==> src/rtl/segment_arb_pkg.sv <==
// Shared constants and types for the segment arbiter.
//   MODE_FIXED / MODE_RR : arbitration mode encodings
//   MAX_MASTERS          : largest supported requester count
//   CNT_W                : tenure counter width
package segment_arb_pkg;

   localparam int MODE_FIXED  = 0;
   localparam int MODE_RR     = 1;
   localparam int MAX_MASTERS = 32;
   localparam int CNT_W       = 16;

   typedef enum logic {
      ST_IDLE  = 1'b0,
      ST_OWNED = 1'b1
   } arb_state_e;

endpackage

==> src/rtl/segment_arb_pick.sv <==
// Rotating priority encoder for the segment arbiter.
//   req    : request vector
//   base   : index of the previous winner (round-robin pointer)
//   mode   : 0 = search from index 0, 1 = search from base+1 with wrap
//   winner : index of the first request found
//   found  : at least one request is set
module segment_arb_pick #(
   parameter int  MASTERS = 2,
   localparam int IDW     = (MASTERS > 1) ? $clog2(MASTERS) : 1
) (
   input  logic [MASTERS-1:0] req,
   input  logic [IDW-1:0]     base,
   input  logic               mode,
   output logic [IDW-1:0]     winner,
   output logic               found
);

   logic [2*MASTERS-1:0] dbl;
   logic [MASTERS-1:0]   rot;
   int                   start;
   int                   pos;

   always_comb begin
      start = 0;
      if (mode) begin
         start = int'(base) + 1;
         if (start >= MASTERS) start = 0;
      end
      // Shifting the doubled vector right by start gives a rotation, so a
      // plain lowest-index search walks start, start+1, ... with wrap.
      dbl = {req, req} >> start;
      rot = dbl[MASTERS-1:0];
      found = 1'b0;
      pos   = 0;
      for (int i = MASTERS - 1; i >= 0; i--) begin
         if (rot[i]) begin
            found = 1'b1;
            pos   = i;
         end
      end
      pos = pos + start;
      if (pos >= MASTERS) pos = pos - MASTERS;
      winner = IDW'(pos);
   end

endmodule

==> src/rtl/segment_arbiter_rr.sv <==
// Bus-segment arbiter: fixed-priority or round-robin grant with hold,
// bounded tenure and lock override.
//   hclock       : segment clock
//   hreset       : asynchronous active-high reset
//   bus_requests : per-master request level
//   bus_lock     : per-master lock (only the owner's bit matters)
//   bus_grants   : one-hot-or-zero grant, masked by live request
//   grant_valid  : any grant active
//   grant_id     : owner index, held while no grant is active
//   hold_expired : one-cycle pulse with the first grant after a pre-emption
//
// state    | meaning
// ST_IDLE  | no owner, arbitrate every cycle
// ST_OWNED | one master owns the segment, tenure counter running
module segment_arbiter_rr
   import segment_arb_pkg::*;
#(
   parameter int  MASTERS  = 2,
   parameter int  MODE     = MODE_FIXED,
   parameter int  MAX_HOLD = 16,
   localparam int IDW      = (MASTERS > 1) ? $clog2(MASTERS) : 1
) (
   input  logic               hclock,
   input  logic               hreset,
   input  logic [MASTERS-1:0] bus_requests,
   input  logic [MASTERS-1:0] bus_lock,
   output logic [MASTERS-1:0] bus_grants,
   output logic               grant_valid,
   output logic [IDW-1:0]     grant_id,
   output logic               hold_expired
);

   localparam bit               HOLD_EN  = (MAX_HOLD > 0);
   localparam logic [CNT_W-1:0] HOLD_LIM = HOLD_EN ? CNT_W'(MAX_HOLD - 1) : '0;
   localparam logic [IDW-1:0]   LAST_RST = IDW'(MASTERS - 1);
   localparam logic             MODE_SEL = (MODE == MODE_RR);

   logic [MASTERS-1:0] own, own_nxt;
   logic [IDW-1:0]     last, last_nxt, gid_nxt;
   logic [CNT_W-1:0]   cnt, cnt_nxt;
   logic               exp_nxt;
   arb_state_e         state;
   logic               owner_req, owner_lock, others, preempt, rearb;
   logic [IDW-1:0]     win_id;
   logic               win_found;

   segment_arb_pick #(.MASTERS(MASTERS)) u_pick (
      .req    (bus_requests),
      .base   (last),
      .mode   (MODE_SEL),
      .winner (win_id),
      .found  (win_found)
   );

   always_comb begin
      state      = (own == '0) ? ST_IDLE : ST_OWNED;
      owner_req  = |(own & bus_requests);
      owner_lock = |(own & bus_lock);
      others     = |(bus_requests & ~own);
      preempt    = 1'b0;
      if (HOLD_EN && state == ST_OWNED && owner_req && !owner_lock &&
          others && cnt >= HOLD_LIM)
         preempt = 1'b1;
      rearb = (state == ST_IDLE) || !owner_req || preempt;
   end

   always_comb begin
      own_nxt  = own;
      gid_nxt  = grant_id;
      last_nxt = last;
      cnt_nxt  = cnt;
      exp_nxt  = 1'b0;
      if (rearb) begin
         cnt_nxt = '0;
         if (win_found) begin
            for (int i = 0; i < MASTERS; i++)
               own_nxt[i] = (win_id == IDW'(i));
            gid_nxt  = win_id;
            last_nxt = win_id;
            exp_nxt  = preempt;
         end else begin
            own_nxt = '0;
         end
      end else if (cnt != '1) begin
         cnt_nxt = cnt + CNT_W'(1);
      end
   end

   always_ff @(posedge hclock or posedge hreset) begin
      if (hreset) begin
         own          <= '0;
         grant_id     <= '0;
         last         <= LAST_RST;
         cnt          <= '0;
         hold_expired <= 1'b0;
      end else begin
         own          <= own_nxt;
         grant_id     <= gid_nxt;
         last         <= last_nxt;
         cnt          <= cnt_nxt;
         hold_expired <= exp_nxt;
      end
   end

   // Masking with the live request drops a grant in the same cycle.
   assign bus_grants  = own & bus_requests;
   assign grant_valid = |bus_grants;

endmodule
==> config.mk <==
export PLATFORM = sky130hd
export DESIGN_NAME = segment_arbiter_rr
export DESIGN_NICKNAME = d
export VERILOG_FILES = /design/src/rtl/segment_arb_pkg.sv /design/src/rtl/segment_arb_pick.sv /design/src/rtl/segment_arbiter_rr.sv
export SDC_FILE = /design/constraint.sdc
export NUM_CORES = 1
export LEC_CHECK = 0
export ABC_AREA = 1
export CAP_MARGIN = 30
export CORE_UTILIZATION = 35
export CTS_BUF_LIST = sky130_fd_sc_hd__clkbuf_16
export DETAILED_ROUTE_END_ITERATION = 8
export SYNTH_ARGS = -nofsm -noshare
export SYNTH_HDL_FRONTEND = slang
export SYNTH_SLANG_ARGS = --single-unit
==> constraint.sdc <==
create_clock -name hclock -period 2 [get_ports hclock]
set_input_delay 0.4 -clock hclock [delete_from_list [all_inputs] [get_ports hclock]]
set_output_delay 0.4 -clock hclock [all_outputs]
set_load 0.005 [all_outputs]
# After elaboration in Yosys (flattened, before gate mapping)
# Index checks and enable logic that the tools add are counted.
classes:
  n_addsub: 2
  n_lt_le_gt_ge: 2
  eq_ne: 1
  muxes: 12
  bitwise_logic: 5
  reduce_logical: 14
ops:
  columns: ["operator", "n"]
  rows:
  - ["two-way mux 16 bit", 2]
  - ["adder 16 x 1 -> 16 bit, second input constant", 1]
  - [">= comparator 16 x 4 -> 1 bit, second input constant", 1]
  - ["!= test 16 bit, second input constant", 1]
  - ["two-way mux 1 bit", 9]
  - ["AND 2 bit", 3]
  - ["OR reduction 2 bit", 3]
  - ["logical AND 1 bit", 4]
  - [">= comparator 1 x 2 -> 1 bit, second input constant", 1]
  - ["logical NOT 1 bit", 2]
  - ["logical NOT 2 bit", 1]
  - ["logical OR 1 bit", 2]
  - ["two-way mux 2 bit", 1]
  - ["NOT 2 bit", 1]
  - ["AND reduction 2 bit", 1]
  - ["nonzero test 2 bit", 1]
  - ["NOT 1 bit", 1]
  - ["subtractor 1 bit, second input constant", 1]
word_totals:
  register_bits: 20
  in_bits: 6
  out_inout_bits: 5
  wordCells: 40

# Longest topological paths before layout
# Gate-level depths: netlist of the first run.
depth:
  word_depth: 9
  depth_mapped: 10
  mapped_depth_nobuf: 10

# Hierarchy
# A second synthesis of the first run with hierarchy kept.
unflattened:
  cells_unflattened: 175
  hier_area_um2: 1331.3
by_module_without_submodules:
  columns: ["mod", "instances", "cells_per_inst", "area_each_um2", "seq_area_each_um2"]
  rows:
  - ["segment_arbiter_rr", 1, 166, 1297.5, 526.8]
  - ["segment_arb_pick", 1, 9, 33.8, 0.0]

# Least setup slack after synthesis of the first run
# OpenSTA, ideal clock, no wires.
synth_path:
  path_type: "register -> register"
  from: "register cnt[0]"
  to: "register cnt[6]"
  setup_ns: 0.073
  arrival_ns: 1.388
  t_required_ns: 1.927
  setup_slack_ns: 0.539
  path_stages_with_launch: 10
  path_buffers: 1
  period_less_slack_ns: 1.461
  path_cell_list: "dfrtp_1 ha_1 nand2_2 nor2_4 nor2_1 nand2_2 nand2_4 nand2_8 buf_12 a21oi_2"
synth_via:
  elab_chain_len: 5
  elab_cells_between_ends: 9
  classes_between: "add/sub: 1; order compare: 1; eq/ne: 1; mux: 3; reduce/logical: 3"
synth_lines:
  columns: ["item", "line_no", "text"]
  rows:
  - ["from (decl)", "segment_arbiter_rr.sv:40", "logic [CNT_W-1:0] cnt, cnt_nxt;"]
  - ["from (signal assigned)", "segment_arbiter_rr.sv:100", "cnt <= cnt_nxt;"]
  - [">= comparator 16 x 4 -> 1 bit", "segment_arbiter_rr.sv:62", "others && cnt >= HOLD_LIM)"]
  - ["logical AND 1 bit", "segment_arbiter_rr.sv:62", null]
  - ["two-way mux 1 bit", "segment_arbiter_rr.sv:61", "if (HOLD_EN && state == ST_OWNED && owner_req && !owner_lock &&"]
  - ["logical OR 1 bit", "segment_arbiter_rr.sv:64", "rearb = (state == ST_IDLE) || !owner_req || preempt;"]
  - ["two-way mux 16 bit or nonzero test 2 bit (tied branches)", null, null]
# Parallel ways exist; a longest one is shown, timed or not. The select of a mux whose other input is x is not followed.
# A chain may end at the register's enable or synchronous reset.

# Worst setup path after layout of the first run
layout_path:
  from: "input bus_requests[1]"
  to: "output bus_grants[1]"
layout_via:
  elab_chain_len: 1
layout_lines:
  columns: ["item", "line_no", "text"]
  rows:
  - ["from (decl)", "segment_arbiter_rr.sv:25", "input logic [MASTERS-1:0] bus_requests,"]
  - ["AND 2 bit", "segment_arbiter_rr.sv:106", "assign bus_grants = own & bus_requests;"]
  - ["to (decl)", "segment_arbiter_rr.sv:27", "output logic [MASTERS-1:0] bus_grants,"]
# No other way between the ends.

==> impl_results.md, run 1 <==
* Status: finished, final reports clean
* Hold Crit Class: in2async
* Final Cell Area at 1530 um2
* Num rows at 21
* Critical Path Fanout Max at 2
* Maximum vdd drop at 0.000368 V
* Routed vias/inst at 4.69
* Met1 Usage GRT at 19.3%
* Pleak at 0.680 nW
* DP Wirelength at 1.85 mm
* Dominant cell type by area after synthesis: dfrtp_1
* Gr usage total at 14.2%
* RSZ-0062 raised after global routing: no
* Distinct cell type count after synthesis at 24
* Largest cells by area after synthesis: dfrtp_1 (39%), nand2_1 (11%), a21oi_2 (6.8%)
* Post-synth net total at 162
* Fin worst setup slack at 57.5 ps
* Hold_ws at 471 ps
* Cell family with most CP delay: buffers and inverters
* Sinks on Clock Net at 20
* H-tree depth at 1
* Post-synth ARST share at 100%
* Slew HR at 77.3%
* Drt drc at 0
* Place WS at 18.5 ps
* CP endpoint kind: primary output
* Die ar. at 3900 um2
* Post-synth top area share at 39.1%
* Post-synthesis sequential area ratio at 39.1%
* Clock slew at reported path FFs at 50 ps
* Crit path launch type: input port
* Gpl congestion at 0.835
* Setup TNS at 0 ps
* Total number of vias at 1023
* Grt met2 use at 19.3%
* Total number of yosys warnings at 0
* Crit-path slowest cell: clkdlybuf4s50_1
* Final period utilization at 97.1%
* Inst Count DP at 215
* DRT Pass-1 Iters at 4
* Share of layout cells above drive strength 1 at 22.7%
* Dpl cell area at 1450 um2
* # IOs at 11
* Worst slew pin tran at 340 ps
* Synthesized area per cell at 8.26 um2
* Clock Skew at 3.33 ps
* R2r worst-path depth at 10
* Final hold viol count at 0
* Tmin final at 1940 ps
* Slew Viols, Final at 0
* Post-Layout Cell Count at 218
* EDFF count, synth at 0
* Placeable Area at 3420 um2
* Initial Util at 37.5%
* PwrDens at 650 nW/um2
* TritonCTS clock tree: yes
* Vias in the first global route at 907
* Port Buf Inserts at 10
* Num CTS Buffers at 3
* CTS Hold Bufs at 0
* Initial detailed-routing violation count at 43
* Final WL at 2.47 mm
* Initial antenna violation count at 0
* Die H at 62.5 um
* Die extent in x at 62.5 um
* Arrival time at the worst endpoint at 1540 ps
* CTS Root Cell: clkbuf_16
* Maximum clock frequency at 0.515 GHz
* # setup viols final at 0
* Nets@finish at 181
* R2r setup slk at 320 ps
* FF+latch count, synth at 20
* CP Data Required Time at 1600 ps
* Most used cell, CP: clkdlybuf4s50_1
* Largest net degree at the start of global routing at 21
* GRT busiest layer: met1
* Antenna-violating nets left at 0
* Post-synth top flop: dfrtp_1
* Clock latency at the later pin of the worst-skew pair at 250 ps
* GRT Residual Overflow at 0
* Diodes inserted at 0
* Crit Reg-Reg Endpoint: grant_id
* M3 GR Usage at 3.83%
* FF-to-FF Start: cnt[0]
* Longest Clk Path Bufs at 2
* Syn Inst Count at 155
* Buf/Inv on CP at 3
* Maxcap violations at 0
* Synthesized area at 1280 um2
* CP cell instances: clkdlybuf4s50_1, nand2_2, inv_1, clkdlybuf4s50_1
* Largest stage delay on the critical path at 500 ps
* Area grow syn2layout at 19.5%
* First-pass GRT wire length at 4.17 mm
* Routed WL per cell at 11.3 um
* Setup CP Type: in2out
[worst max path at each step]
stage / from / end / slack, ps / cells past startpoint
after global routing: bus_requests[1] / bus_grants[1] / 20 / 4
final: bus_requests[1] / bus_grants[1] / 60 / 4
after global placement: bus_requests[0] / grant_valid / 60 / 4
after CTS: bus_requests[1] / grant_valid / 8 / 4
after floorplan: cnt[0] / cnt[6] / 540 / 9
after detailed placement: bus_requests[1] / grant_valid / 20 / 4
[kinds of logic after synthesis]
| kind of cell | Yosys count | share of synthesized area, % |
|---|---|---|
| AO/OA/AOI/OAI | 16 | 9.58 |
| AND/OR/NAND/NOR | 91 | 37.0 |
| XOR/XNOR | 9 | 6.16 |
| adder cells (fa/ha/maj) | 1 | 0.977 |
| flip-flops | 20 | 39.1 |
| buffers and inverters | 18 | 7.14 |
[cells in the mapped netlist (2+ instances only)]
cell / number
nor2_2: 2
nor2_1: 23
nand4_1: 5
inv_1: 15
nand2_2: 5
nand2_4: 2
xor2_1: 7
a21oi_1: 3
a21oi_2: 10
o21bai_1: 2
nor2_4: 3
nand3_1: 7
nand2_1: 37
nor3_2: 2
dfrtp_1: 20
xnor2_1: 2
nand3_2: 3
[through the flow]
| step | util, % | power [mW] |
|---|---|---|
| CTS | 44.7 | 1.01 |
| finish | 44.8 | 0.994 |
| floorplan | - | 0.548 |
| global placement | 42.5 | 0.594 |
| global route | 44.8 | 1.04 |
| detailed placement | 42.5 | 0.598 |
[worst register-to-register path: cells and delay by family (launching register included)]
kind,cells,cell delay (ps)
adders and majority gates,1,210
and+or+nand+nor,9,920
DFF,1,440
[layer usage]
layer  share of wire (%)  wire, um
met3                 4.1       102
met2                  43      1070
met5                   0         0
met4                 2.7        66
met1                  50      1230
[report_power, final]
part / total [mW] / internal (mW) / switching [mW]
logic: 0.147 / 0.0639 / 0.0827
registers: 0.441 / 0.422 / 0.0186
clock network: 0.406 / 0.264 / 0.143
total: 0.994 / 0.750 / 0.244
[registers in the layout (all words and copies together) (netlist names)]
signal,flops
cnt,16
own,2
grant_id,1
hold_expired,1
[cells in the final DEF, fill, tap and decap left out]
cell	count
o21ai_1	1
nor2_1	23
nand4_2	1
nand4_1	5
o21bai_1	2
nand2_2	5
nand2_1	37
dlymetal6s2s_1	1
xnor2_1	2
nor2_2	2
buf_4	6
nand2_4	2
inv_2	1
a21oi_1	3
nand2_8	1
clkdlybuf4s50_1	9
nand3_2	3
nor2_4	3
nand3_1	7
a21oi_2	10
ha_1	1
dfrtp_1	20
nor3_2	2
inv_1	15
clkbuf_16	3
xor2_1	7
[what timing repair did]
item                       CTS  global route
resized for setup            0             1
buffers inserted             0             0
hold endpoints to repair     0             0
setup endpoints to repair    0             1
[final cells by class]
| cell class | instances | area, um2 |
|---|---|---|
| well taps | 46 | 57.6 |
| repair buffers | 16 | 148 |
| clock buffers | 3 | 75.1 |
| fillers | 338 | 1890 |
| multi-input cells | 117 | 688 |
| inverters | 16 | 60.1 |
| flip-flops and latches | 20 | 500 |
No activity file was read; power rests on OpenSTA's default activity.
==> run 2: changes to the inputs <==
==> constraint.sdc (replaced) <==
create_clock -name hclock -period 2.5 [get_ports hclock]
set_input_delay 0.5 -clock hclock [delete_from_list [all_inputs] [get_ports hclock]]
set_output_delay 0.5 -clock hclock [all_outputs]
set_load 0.005 [all_outputs]
==> run 2 against run 1 <==
Net effect:
- wire length increased by 1.5%
- sequential cell count is the same
- register-to-register slack improved by 400 ps
==> impl_results.md, run 2 (same netlist as run 1, synthesis figures left out) <==
* CP endpoint kind: primary output
* DP Wirelength at 1.85 mm (about the same)
* Clock latency at the later pin of the worst-skew pair at 250 ps (about the same)
* Final Cell Area at 1480 um2 (-3.1%)
* Die H at 62.5 um (unchanged)
* Largest register FFs at 16 (unchanged)
* Post-CTS sizing at 0 (unchanged)
* Most used cell, CP: clkdlybuf4s50_1
* Commonest cells after routing, fill and taps aside: nand2_1 (37), nor2_1 (23), dfrtp_1 (20), inv_1 (15)
* Cells on Worst Hold Path at 2
* DRT Pass-1 Iters at 4 (unchanged)
* Longest Clk Path Bufs at 2 (unchanged)
* Maxcap violations at 0 (unchanged)
* CTS Root Cell: clkbuf_16
* Largest regs: cnt x16, own x2
* Hold Crit Class: reg2reg
* P_sw at 0.201 mW (-17%)
* Maximum vdd drop at 0.000261 V (-29%)
* Setup TNS at 0 ps (unchanged)
* PwrDens at 537 nW/um2 (-17%)
* R2r setup slk at 720 ps (+400 ps)
* Tot Pwr at 0.796 mW (-20%)
* Worst slew pin tran at 768 ps (+428 ps)
* Seq pwr share at 44.3% (about the same)
* Tmin final at 2290 ps
* Most common cell after layout, fill and taps aside: nand2_1
* Power share of the combinational group at 14.2% (-0.6 points)
* # IOs at 11 (unchanged)
* Crit-path slowest cell: clkdlybuf4s50_1
* Slew Viols, Final at 0 (unchanged)
* Hold worst-path end: grant_id
* Crit Reg-Reg Endpoint: cnt[5]
* Pleak at 0.640 nW (-6.0%)
* Area grow syn2layout at 15.7%
* Place WS at 210 ps (+192 ps)
* Fin worst setup slack at 209 ps (+151 ps)
* Num CTS Buffers at 3 (unchanged)
* Vias in the first global route at 974 (+7.4%)
* First-pass GRT wire length at 4.37 mm (+4.6%)
* Routed WL per cell at 11.8 um (+4.3%)
* Nets@finish at 175 (-3.3%)
* Final period utilization at 91.6%
* Initial antenna violation count at 0 (unchanged)
* Maximum clock frequency at 0.436 GHz
* Fill cells at 343 (+1.5%)
* Die ar. at 3900 um2 (unchanged)
* Cell family with most CP delay: buffers and inverters
* Clock slew at reported path FFs at 50 ps (about the same)
* Gr usage total at 14.4% (+0.21 points)
* Port Buf Inserts at 10 (unchanged)
* Setup CP Type: in2out
* Crit path launch type: input port
* Hold_ws at 476 ps (+5.63 ps)
* Placeable Area at 3420 um2 (unchanged)
* P_int at 0.595 mW (-21%)
* Initial Util at 37.5% (unchanged)
* Num rows at 21 (unchanged)
* Die extent in x at 62.5 um (unchanged)
* Top reg by flops: cnt
* Largest stage delay on the critical path at 540 ps (+40 ps)
* RSZ-0062 raised after global routing: no
* Diodes inserted at 0 (unchanged)
* Gpl congestion at 0.827 (-0.87%)
* FF-to-FF Start: cnt[0]
* Final hold viol count at 0 (unchanged)
* R2r worst-path depth at 5 (-5)
* Antenna-violating nets left at 0 (unchanged)
* CTS Hold Bufs at 0 (unchanged)
* CP Data Required Time at 2000 ps (+400 ps)
* Sinks on Clock Net at 20 (unchanged)
* Arrival time at the worst endpoint at 1790 ps (+250 ps)
* Share of layout cells above drive strength 1 at 19.9% (-2.8 points)
* GRT Residual Overflow at 0 (unchanged)
* Critical Path Fanout Max at 6 (+4)
* Largest net degree at the start of global routing at 21 (unchanged)
* Clock Skew at 2.26 ps (-1.07 ps)
* Post-CTS Setup Inserts at 0 (unchanged)
* Buf/Inv on CP at 2 (-1)
* H-tree depth at 1 (unchanged)
* Drt drc at 0 (unchanged)
* TritonCTS clock tree: yes
* Net Sw Frac at 25.3% (+0.76 points)
* Total number of vias at 1023 (unchanged)
* # setup viols final at 0 (unchanged)
* Slew HR at 48.8% (-28 points)
* Routed vias/inst at 4.83 (+2.8%)
* Dpl cell area at 1410 um2 (-3.1%)
* Clock share of power at 41.5% (+0.6 points)
* CP cell instances: clkdlybuf4s50_1, nand2_2, nand2_4, clkdlybuf4s50_1
* Initial detailed-routing violation count at 39 (-9.3%)
* Hold wc startpoint: grant_id
* Status: finished, final reports clean
* Final WL at 2.51 mm (+1.5%)
[run 2: cell types whose count changed in the layout (fill, tap and decap cells not counted)]
| cell | delta |
|---|---|
| dlymetal6s2s_1 | -1 |
| clkdlybuf4s50_1 | +1 |
| buf_4 | -6 |
[run 2: stage by stage]
step                      util (%)  instances
final                         43.4        212
after global routing          43.4        212
after CTS                     43.4        212
after detailed placement      41.2        209
after global placement        41.2        209
after floorplan                  -        155
[run 2: tightest hold or removal path, stage by stage (launching register included)]
cell     delay [ps]
dfrtp_1         340
nand2_1          50
nand2_1          50
[run 2: area by class of cell]
cell class / count / area, um2 / share of cell area [%]
multi-input cells: 117 / 688 / 46.5
flip-flops and latches: 20 / 500 / 33.8
repair buffers: 10 / 100 / 6.76
clock buffers: 3 / 75.1 / 5.07
inverters: 16 / 60.1 / 4.05
well taps: 46 / 57.6 / 3.89
[run 2: worst max path at each step]
stage                          startpoint     endpoint  depth (start not counted)
after floorplan                    cnt[0]       cnt[6]                          9
after global placement    bus_requests[0]  grant_valid                          4
after detailed placement  bus_requests[0]  grant_valid                          4
after CTS                 bus_requests[0]  grant_valid                          4
after global routing      bus_requests[0]  grant_valid                          4
final                     bus_requests[0]  grant_valid                          4
[run 2: power by group through the flow]
stage | logic (mW) | clock network (mW) | registers [mW]
2_1_floorplan | 0.0834 | 0 | 0.355
3_3_place_gp | 0.112 | 0 | 0.358
3_5_place_dp | 0.114 | 0 | 0.358
4_1_cts | 0.115 | 0.330 | 0.352
5_1_grt | 0.126 | 0.352 | 0.355
6_report | 0.113 | 0.330 | 0.353
[run 2: layer usage]
| layer | GRT usage, % | share of wire (%) | up-vias |
|---|---|---|---|
| met2 | 21.9 | 45 | 17 |
| met5 | 0 | 0 | - |
| met1 | 19.5 | 49 | 482 |
| met4 | 5.23 | 2.1 | 0 |
| li1 | - | - | 517 |
| met3 | 3.83 | 4.5 | 7 |
